[config.mk]
export PLATFORM = sky130hd
export DESIGN_NAME = cal_force_sequencer
export DESIGN_NICKNAME = d
export VERILOG_FILES = /design/src/rtl/cal_force_sequencer.sv
export SDC_FILE = /design/constraint.sdc
export NUM_CORES = 1
export LEC_CHECK = 0
export ABC_AREA = 1
export CAP_MARGIN = 10
export CELL_PAD_IN_SITES_DETAIL_PLACEMENT = 0
export CELL_PAD_IN_SITES_GLOBAL_PLACEMENT = 1
export CORE_UTILIZATION = 30
export DETAILED_ROUTE_END_ITERATION = 12
export MAX_ROUTING_LAYER = met4
export PLACE_DENSITY = 0.87
export SKIP_LAST_GASP = 1
export SLEW_MARGIN = 20
export SYNTH_ARGS = -nofsm -noshare
export SYNTH_HDL_FRONTEND = slang
export SYNTH_SLANG_ARGS = --single-unit
[constraint.sdc]
create_clock -name clk_256fs -period 3.86 [get_ports clk_256fs]
set_input_delay 0.579 -clock clk_256fs [delete_from_list [all_inputs] [get_ports clk_256fs]]
set_output_delay 0.579 -clock clk_256fs [all_outputs]
set_load 0.05 [all_outputs]
[src/rtl/cal_force_sequencer.sv]
// cal_force_sequencer: sample-rate strobe, button debouncer and DAC calibration output sequencer.
// Build option: define CAL_SWEEP_EN to include the per-channel level sweep mode (mode 3).
module cal_force_sequencer #(
    parameter int unsigned W             = 16,
    parameter int unsigned CHANNELS      = 4,
    parameter int unsigned DIV_LOG2      = 8,
    parameter int unsigned DEBOUNCE_LOG2 = 16,
    parameter int unsigned HOLD_STROBES  = 48000,
    localparam int unsigned CH_W         = (CHANNELS > 1) ? $clog2(CHANNELS) : 1
) (
    input  logic                  clk_256fs,
    input  logic                  rst,
    input  logic                  button_i,
    input  logic [CHANNELS*W-1:0] dsp_in,
    output logic                  strobe_o,
    output logic [CHANNELS*W-1:0] dac_out,
    output logic [1:0]            mode_o,
    output logic [CH_W-1:0]       active_ch_o,
    output logic [2:0]            step_o
);

    localparam int unsigned DIV_W = DIV_LOG2;
    localparam int unsigned DB_W  = DEBOUNCE_LOG2;

    localparam logic [DB_W-1:0] DB_LAST   = '1;
    localparam logic [W-1:0]    LVL_MIN   = W'(1) << (W - 1);
    localparam logic [W-1:0]    LVL_MAX   = ~LVL_MIN;
    localparam logic [W-1:0]    LVL_HALF  = W'(1) << (W - 2);
    localparam logic [W-1:0]    LVL_NHALF = W'(0) - LVL_HALF;

`ifdef CAL_SWEEP_EN
    localparam int unsigned     HOLD_W    = $clog2(HOLD_STROBES + 1);
    localparam logic [HOLD_W-1:0] HOLD_LAST = HOLD_W'(HOLD_STROBES - 1);
    localparam logic [CH_W-1:0] CH_LAST   = CH_W'(CHANNELS - 1);

    typedef enum logic [1:0] {
        MODE_PASS  = 2'd0,
        MODE_FMIN  = 2'd1,
        MODE_FMAX  = 2'd2,
        MODE_SWEEP = 2'd3
    } mode_e;
`else
    typedef enum logic [1:0] {
        MODE_PASS  = 2'd0,
        MODE_FMIN  = 2'd1,
        MODE_FMAX  = 2'd2
    } mode_e;
`endif

    logic [DIV_W-1:0]      div_cnt_q;
    logic                  strobe_q;
    logic [1:0]            sync_q;
    logic [DB_W-1:0]       db_cnt_q, db_cnt_d;
    logic                  db_q, db_d;
    logic                  press_q, press_d;
    mode_e                 mode_q, mode_d;
    logic [CHANNELS*W-1:0] dac_q, dac_d;

`ifdef CAL_SWEEP_EN
    logic [CH_W-1:0]       ch_q, ch_d;
    logic [2:0]            step_q, step_d;
    logic [HOLD_W-1:0]     hold_q, hold_d;

    // Sweep level table indexed by step
    function automatic logic [W-1:0] step_level(input logic [2:0] s);
        case (s)
            3'd0:    step_level = LVL_MIN;
            3'd1:    step_level = LVL_NHALF;
            3'd2:    step_level = '0;
            3'd3:    step_level = LVL_HALF;
            3'd4:    step_level = LVL_MAX;
            default: step_level = '0;
        endcase
    endfunction
`endif

    // Free-running divider; strobe is the registered wrap flag of the counter
    always_ff @(posedge clk_256fs) begin
        if (rst) begin
            div_cnt_q <= '0;
            strobe_q  <= 1'b0;
        end else begin
            div_cnt_q <= div_cnt_q + DIV_W'(1);
            strobe_q  <= (div_cnt_q == '0);
        end
    end

    // Debounce: adopt the synchronised level once it has differed for 2^DEBOUNCE_LOG2 clocks
    always_comb begin
        db_cnt_d = '0;
        db_d     = db_q;
        press_d  = 1'b0;
        if (sync_q[1] != db_q) begin
            if (db_cnt_q == DB_LAST) begin
                db_d    = sync_q[1];
                press_d = sync_q[1];
            end else begin
                db_cnt_d = db_cnt_q + DB_W'(1);
            end
        end
    end

    // Button synchroniser and debounce registers
    always_ff @(posedge clk_256fs) begin
        if (rst) begin
            sync_q   <= '0;
            db_cnt_q <= '0;
            db_q     <= 1'b0;
            press_q  <= 1'b0;
        end else begin
            sync_q   <= {sync_q[0], button_i};
            db_cnt_q <= db_cnt_d;
            db_q     <= db_d;
            press_q  <= press_d;
        end
    end

    // Mode FSM next state; a press takes priority over a sweep advance
    always_comb begin
        mode_d = mode_q;
`ifdef CAL_SWEEP_EN
        ch_d   = ch_q;
        step_d = step_q;
        hold_d = hold_q;
`endif
        if (press_q) begin
            case (mode_q)
                MODE_PASS:  mode_d = MODE_FMIN;
                MODE_FMIN:  mode_d = MODE_FMAX;
`ifdef CAL_SWEEP_EN
                MODE_FMAX:  mode_d = MODE_SWEEP;
`else
                MODE_FMAX:  mode_d = MODE_PASS;
`endif
                default:    mode_d = MODE_PASS;
            endcase
`ifdef CAL_SWEEP_EN
            ch_d   = '0;
            step_d = '0;
            hold_d = '0;
        end else if ((mode_q == MODE_SWEEP) && strobe_q) begin
            if (hold_q == HOLD_LAST) begin
                hold_d = '0;
                if (step_q == 3'd4) begin
                    step_d = '0;
                    ch_d   = (ch_q == CH_LAST) ? '0 : ch_q + CH_W'(1);
                end else begin
                    step_d = step_q + 3'd1;
                end
            end else begin
                hold_d = hold_q + HOLD_W'(1);
            end
`endif
        end
    end

    // Mode FSM state register
    always_ff @(posedge clk_256fs) begin
        if (rst) begin
            mode_q <= MODE_PASS;
`ifdef CAL_SWEEP_EN
            ch_q   <= '0;
            step_q <= '0;
            hold_q <= '0;
`endif
        end else begin
            mode_q <= mode_d;
`ifdef CAL_SWEEP_EN
            ch_q   <= ch_d;
            step_q <= step_d;
            hold_q <= hold_d;
`endif
        end
    end

    // Per-channel output selection, captured only on strobe cycles
    always_comb begin
        dac_d = dac_q;
        if (strobe_q) begin
            for (int c = 0; c < CHANNELS; c++) begin
                case (mode_q)
                    MODE_PASS:  dac_d[c*W +: W] = dsp_in[c*W +: W];
                    MODE_FMIN:  dac_d[c*W +: W] = LVL_MIN;
                    MODE_FMAX:  dac_d[c*W +: W] = LVL_MAX;
`ifdef CAL_SWEEP_EN
                    MODE_SWEEP: dac_d[c*W +: W] = (ch_q == CH_W'(c)) ? step_level(step_q) : '0;
`endif
                    default:    dac_d[c*W +: W] = '0;
                endcase
            end
        end
    end

    // DAC output register
    always_ff @(posedge clk_256fs) begin
        if (rst) begin
            dac_q <= '0;
        end else begin
            dac_q <= dac_d;
        end
    end

    assign strobe_o = strobe_q;
    assign dac_out  = dac_q;
    assign mode_o   = mode_q;

`ifdef CAL_SWEEP_EN
    assign active_ch_o = ch_q;
    assign step_o      = step_q;
`else
    assign active_ch_o = '0;
    assign step_o      = '0;

    logic unused_hold_c;
    assign unused_hold_c = (HOLD_STROBES == 0);
`endif

endmodule

==> flow_summary_export.csv, run 1 <==
group,metric,value,unit
floorplanning,die_area,0.01295,mm²
setup_path,r2r-end,"db_cnt_q[9]",
sta,tns,0,ps
clock_network,cts_tree,"done",
route,vias_per_cell,4.655,
sta,tightestPinTransition,763.3,ps
yosys,ys_types,28,
yosys,synth-edff-count,0,
route,antenna_left,0,
global_route,grt_overflow,0,
floorplanning,core_region_area,0.01211,mm²
clock_network,root_buffer,"clkbuf_16",
hold_path,hold-path-endpoint,"sync_q[1]",
yosys,synth_area_per_cell,7.796,µm²
clock_network,ctsLongestPathBuffers,2,
floorplanning,fp.dieH,113.8,µm
sta,hold_viol,0,
setup_path,critPathLaunchType,"flip-flop",
hold_path,hp-start,"sync_q[0]",
finish,n_antenna_cell,0,
setup_path,cp_slowest_cell,"clkdlybuf4s50_1",
clock_network,cts_buffers,9,
route,drcViolationCount,0,
clock_network,insertion_delay,340,ps
power_and_ir_drop,power,2.511,mW
clock_network,cts-htree-levels,3,
floorplanning,dieWidth,113.8,µm
sta,fin_skew,5.795,ps
yosys,yosysWarnings,0,
setup_path,cp.required,3280,ps
finish,final_common_cell,"clkdlybuf4s50_1",
placement,gp_congestion,0.7401,
placement,placedCellCount,755,
setup_path,cp_top_family,"buffers and inverters",
yosys,netlist_area,0.003750,mm²
setup_path,r2r_cells,6,
finish,layout.cells.non_filler,771,
power_and_ir_drop,sequentialPowerShare,0.420,
hold_path,hold_depth,2,
finish,final_cell_mix,"clkdlybuf4s50_1, nand2_1, dfxtp_1",
sta,timing.fmax,437.1,MHz
finish,layout.nets,669,
floorplanning,ios,139,
yosys,ys_seq_area_frac,0.5072,
setup_path,cp-end-kind,"output port",
flow_run,cap_violations,0,
setup_path,cp_data_arrival_time,1710,ps
placement,place.port_buffers,133,
yosys,synthCells,481,
route,firstDrtPassIters,4,
outcome,status,"completed",
floorplanning,rows,40,
placement,hpwl,6727,µm
setup_path,worstSetupPathType,"flip-flop to output port",
setup_path,reg2reg_from,"db_cnt_q[0]",
finish,drive_above_1_share,0.07463,
global_route,track_usage,0.1622,
sta,period_needed,2288,ps
sta,hold_slack,415.9,ps
clock_network,post_cts_resized,0,
sta,rsz0062_at_grt,"no",
power_and_ir_drop,power_density,454.1,mW/mm²
sta,setup-violations-final,0,
hold_path,hold_class,"flip-flop to flip-flop",
power_and_ir_drop,pwr-share-clk,0.396,
setup_path,crit_buf_inv,1,
global_route,antenna_found_initial,0,
power_and_ir_drop,p_int,1.833,mW
power_and_ir_drop,power_leakage,1.944,nW
sta,relSlewSlack,0.4911,
clock_network,cts_setup_buffers,0,
setup_path,reg2reg_slack,2200,ps
route,drt_wl_total,10030,µm
yosys,async_flop_share,0,
global_route,grt_pass1_vias,3395,
global_route,grt_max_degree,72,
finish,area_growth,47.45,%
setup_path,crit_fanout,8,
clock_network,hold_buffers,0,
route,drt_iter0_markers,313,
power_and_ir_drop,switching_share,0.2700,
power_and_ir_drop,peakVddDrop,0.1627,mV
sta,finalCritPeriodShare,0.5927,
global_route,grt_pass1_wl,16310,µm
clock_network,clk_pin_slew_worst_paths,60,ps
setup_path,crit_chain,"clkdlybuf4s50_1",
route,vias,3589,
clock_network,cts.sinks,95,
power_and_ir_drop,p_sw,678.0,µW
sta,maxSlewViolCount,0,
power_and_ir_drop,comb_power_share,0.183,
floorplanning,initial_core_util,0.3096,
yosys,ys_ff_latch,95,
setup_path,slowest_delay,900,ps
yosys,ys.flop_type,"dfxtp_1",
route,avgRoutedWirePerCell,13.00,µm
==> cells by family after synthesis <==
logic type	share of synthesized area
XOR/XNOR	0.01635
AO/OA/AOI/OAI	0.1955
other	0.001000
flip-flops	0.5072
buffers and inverters	0.06907
adder cells (fa/ha/maj)	0.01001
AND/OR/NAND/NOR	0.2009
==> per-layer routing <==
| metal | up-vias | track usage | wire, µm | share of wire |
|---|---|---|---|---|
| li1 | 1803 | - | - | - |
| met1 | 1658 | 0.2014 | 4639 | 0.46 |
| met2 | 118 | 0.2614 | 4598 | 0.46 |
| met3 | 10 | 0.04357 | 693 | 0.069 |
| met4 | 0 | 0.04156 | 94 | 0.0094 |
| met5 | - | - | 0 | 0 |
==> power by group through the flow <==
stage	registers, mW	logic (mW)	clock network (mW)
global route	1.06	0.488	1.07
finish	1.06	0.460	0.995
floorplan	1.23	0.120	0
CTS	1.06	0.456	1.02
detailed placement	1.08	0.454	0
global placement	1.07	0.451	0
==> Yosys cell counts, drive strengths merged (3+ instances only) <==
cell / number / area [µm²]
nand2: 106 / 412.9
inv: 25 / 93.84
xor2: 3 / 26.28
nor3: 5 / 25.02
nand4: 7 / 43.79
ha: 3 / 37.54
nand3: 7 / 35.03
clkbuf: 20 / 75.07
a21oi: 72 / 360.4
buf: 14 / 90.09
o21ai: 71 / 366.6
xnor2: 4 / 35.03
nor2: 45 / 222.7
dfxtp: 95 / 1902
==> how the worst max path moves through the flow <==
| stage | to | slack [ps] | cells after the start | from |
|---|---|---|---|---|
| 2_1_floorplan | dac_out[51] | 2380 | 5 | strobe_o |
| 3_3_place_gp | mode_o[0] | 1940 | 1 | mode_o[0] |
| 3_5_place_dp | mode_o[0] | 1940 | 1 | mode_o[0] |
| 4_1_cts | mode_o[0] | 1560 | 1 | mode_o[0] |
| 5_1_grt | mode_o[0] | 1510 | 1 | mode_o[0] |
| 6_report | mode_o[0] | 1570 | 1 | mode_o[0] |
==> through the flow <==
stage | worst slack [ps] | util | instance area [µm²]
2_1_floorplan | 2378 | - | 3765
3_3_place_gp | 1940 | 0.4267 | 5167
3_5_place_dp | 1940 | 0.4267 | 5167
4_1_cts | 1560 | 0.4542 | 5502
5_1_grt | 1509 | 0.4565 | 5529
6_report | 1572 | 0.4565 | 5529
==> area by class of cell <==
type / instances / area (µm²)
well taps: 168 / 210.2
fillers: 1217 / 6583
multi-input cells: 331 / 1612
clock inverters: 6 / 108.9
flip-flops and latches: 95 / 1903
repair buffers: 137 / 1376
clock buffers: 9 / 225.2
inverters: 25 / 93.84
==> state kept, by name, indices dropped and copies added, names as in the netlist <==
signal and cells:
sync_q 2, db_cnt_q 16, strobe_o 1, dac_out 64
div_cnt_q 8, mode_o 2, press_q 1, db_q 1
==> worst reg2reg max path: cells and delay by family (launching register included) <==
family,cells,cell delay (ps)
adders and majority gates,1,220
and+or+nand+nor,3,350
DFF,1,390
AOI/OAI and AO/OA,2,550
Power figures use the tool's default switching activity.
==> run 2: changes to the inputs <==
CORE_UTILIZATION = 28   (was 30)
PLACE_DENSITY = 0.86   (was 0.87)
clock period = 2 ns   (was 3.86 ns; I/O delays follow)
==> run 2 against run 1 <==
Count of clock-buffer cells in the layout unchanged; worst hold slack got worse by 93 ps; sequential cell count unchanged; non-clock buffer count increased by 1; via count decreased by 0.67%; largest power group unchanged; first-iteration DRC count increased by 8.6%; largest cell class unchanged; core utilization decreased by 2.6 points; total power increased by 81%; critical endpoint is now strobe_o.
==> flow_summary_export.csv, run 2 (synthesis gave the netlist of run 1 again) <==
group,metric,value,unit
placement,placedCellCount,761,
setup_path,cp_slowest_cell,"clkdlybuf4s50_1",
global_route,track_usage,0.1503,
sta,tns,0,ps
clock_network,cts_tree,"done",
route,drcViolationCount,0,
sta,relSlewSlack,0.6382,
power_and_ir_drop,power_density,822.5,mW/mm²
floorplanning,initial_core_util,0.2924,
finish,n_antenna_cell,0,
global_route,grt_overflow,0,
sta,finalCritPeriodShare,0.9151,
finish,final_cell_mix,"clkdlybuf4s50_1, nand2_1, dfxtp_1",
sta,hold_viol,0,
route,vias,3565,
floorplanning,fp.dieH,117.7,µm
setup_path,cp.required,1700,ps
sta,timing.fmax,546.4,MHz
route,drt_iter0_markers,340,
finish,layout.cells.non_filler,777,
floorplanning,dieWidth,117.7,µm
hold_path,hold_class,"primary input to flip-flop",
floorplanning,rows,41,
placement,place.port_buffers,133,
clock_network,ctsLongestPathBuffers,2,
sta,fin_ws,169.8,ps
sta,maxSlewViolCount,0,
route,routed-wl-met3,624,µm
floorplanning,ios,139,
route,vias_per_cell,4.588,
sta,setup-violations-final,0,
finish,final_common_cell,"clkdlybuf4s50_1",
clock_network,cts-htree-levels,3,
power_and_ir_drop,peakVddDrop,0.3992,mV
route,firstDrtPassIters,5,
finish,layout.nets,670,
global_route,antenna_found_initial,0,
route,drt_wl_total,10120,µm
sta,hold_slack,323.0,ps
setup_path,crit_chain,"clkdlybuf4s50_1",
setup_path,crit_buf_inv,1,
flow_run,cap_violations,0,
route,routed-wl-met2,4559,µm
sta,fin_skew,6.682,ps
route,wirelength_met1,4829,µm
finish,drive_above_1_share,0.08099,
floorplanning,die_area,0.01386,mm²
placement,post-place-ws,364.8,ps
route,routed.top_layer,"met4",
setup_path,slowest_delay,840,ps
clock_network,hold_buffers,0,
finish,fin_util,0.4300,
floorplanning,core_region_area,0.01282,mm²
power_and_ir_drop,power_leakage,1.930,nW
clock_network,cts.sinks,95,
clock_network,cts_setup_buffers,0,
placement,gp_congestion,0.8698,
clock_network,root_buffer,"clkbuf_16",
setup_path,worstSetupPathType,"flip-flop to output port",
setup_path,crit_fanout,2,
global_route,grt_max_degree,72,
setup_path,critPathLaunchType,"flip-flop",
sta,tightestPinTransition,541.0,ps
clock_network,post_cts_resized,0,
clock_network,cts_buffers,9,
setup_path,cp_top_family,"buffers and inverters",
setup_path,cp-end-kind,"output port",
global_route,grt_pass1_vias,3229,
sta,period_needed,1830,ps
clock_network,insertion_delay,340,ps
setup_path,cp_data_arrival_time,1530,ps
placement,hpwl,7003,µm
finish,area_growth,47.08,%
sta,rsz0062_at_grt,"no",
route,antenna_left,0,
outcome,status,"completed",
global_route,grt_pass1_wl,16340,µm
route,avgRoutedWirePerCell,13.02,µm
finish,largest_reg_flops,64,
clock_network,clk_pin_slew_worst_paths,70,ps
==> run 2: cell count changes in the layout (fill, tap and decap cells not counted) <==
cell             before  now
buf_12                0    4
bufinv_16             3    0
clkdlybuf4s50_1     132  130
clkinv_4              0    2
clkinvlp_4            0    2
buf_16                1    0
clkinv_2              2    1
inv_8                 0    1
==> run 2: layout make-up <==
| class | instances | area (µm²) |
|---|---|---|
| Clock buffer | 9 | 225.2 |
| Fill cell | 1273 | 7310 |
| Sequential cell | 95 | 1903 |
| Multi-Input combinational cell | 331 | 1612 |
| Timing Repair Buffer | 138 | 1409 |
| Clock inverter | 7 | 57.56 |
| Inverter | 25 | 93.84 |
| Tap cell | 172 | 215.2 |
==> run 2: path summary, 6_finish.rpt <==
check,start,to,slack (ps),depth (start not counted)
setup / recovery,strobe_o,strobe_o,170,1
hold / removal,rst,div_cnt_q[6],320,4
setup reg to reg,db_cnt_q[0],db_cnt_q[10],360,6
hold reg to reg,sync_q[0],sync_q[1],440,2
==> run 2: worst min-delay path, cell delays in order <==
cell	delay [ps]
buf_2	120
inv_2	90
nand2_1	80
nor2_1	30
==> run 2: report_power, final <==
group          switching [mW]  internal (mW)
logic                   0.554          0.336
registers              0.0505           1.99
clock network           0.751          0.857
==> run 2: routing by layer <==
metal	GRT usage	vias to the layer above
met2	0.2368	136
met5	-	-
met3	0.03828	9
li1	-	1811
met4	0.04087	0
met1	0.1903	1609
==> run 2: per-stage QoR <==
step	instance area, µm²	total power [mW]
2_1_floorplan	3765	2.610
3_3_place_gp	5233	2.962
3_5_place_dp	5233	2.971
4_1_cts	5515	4.589
5_1_grt	5515	4.739
6_report	5515	4.536
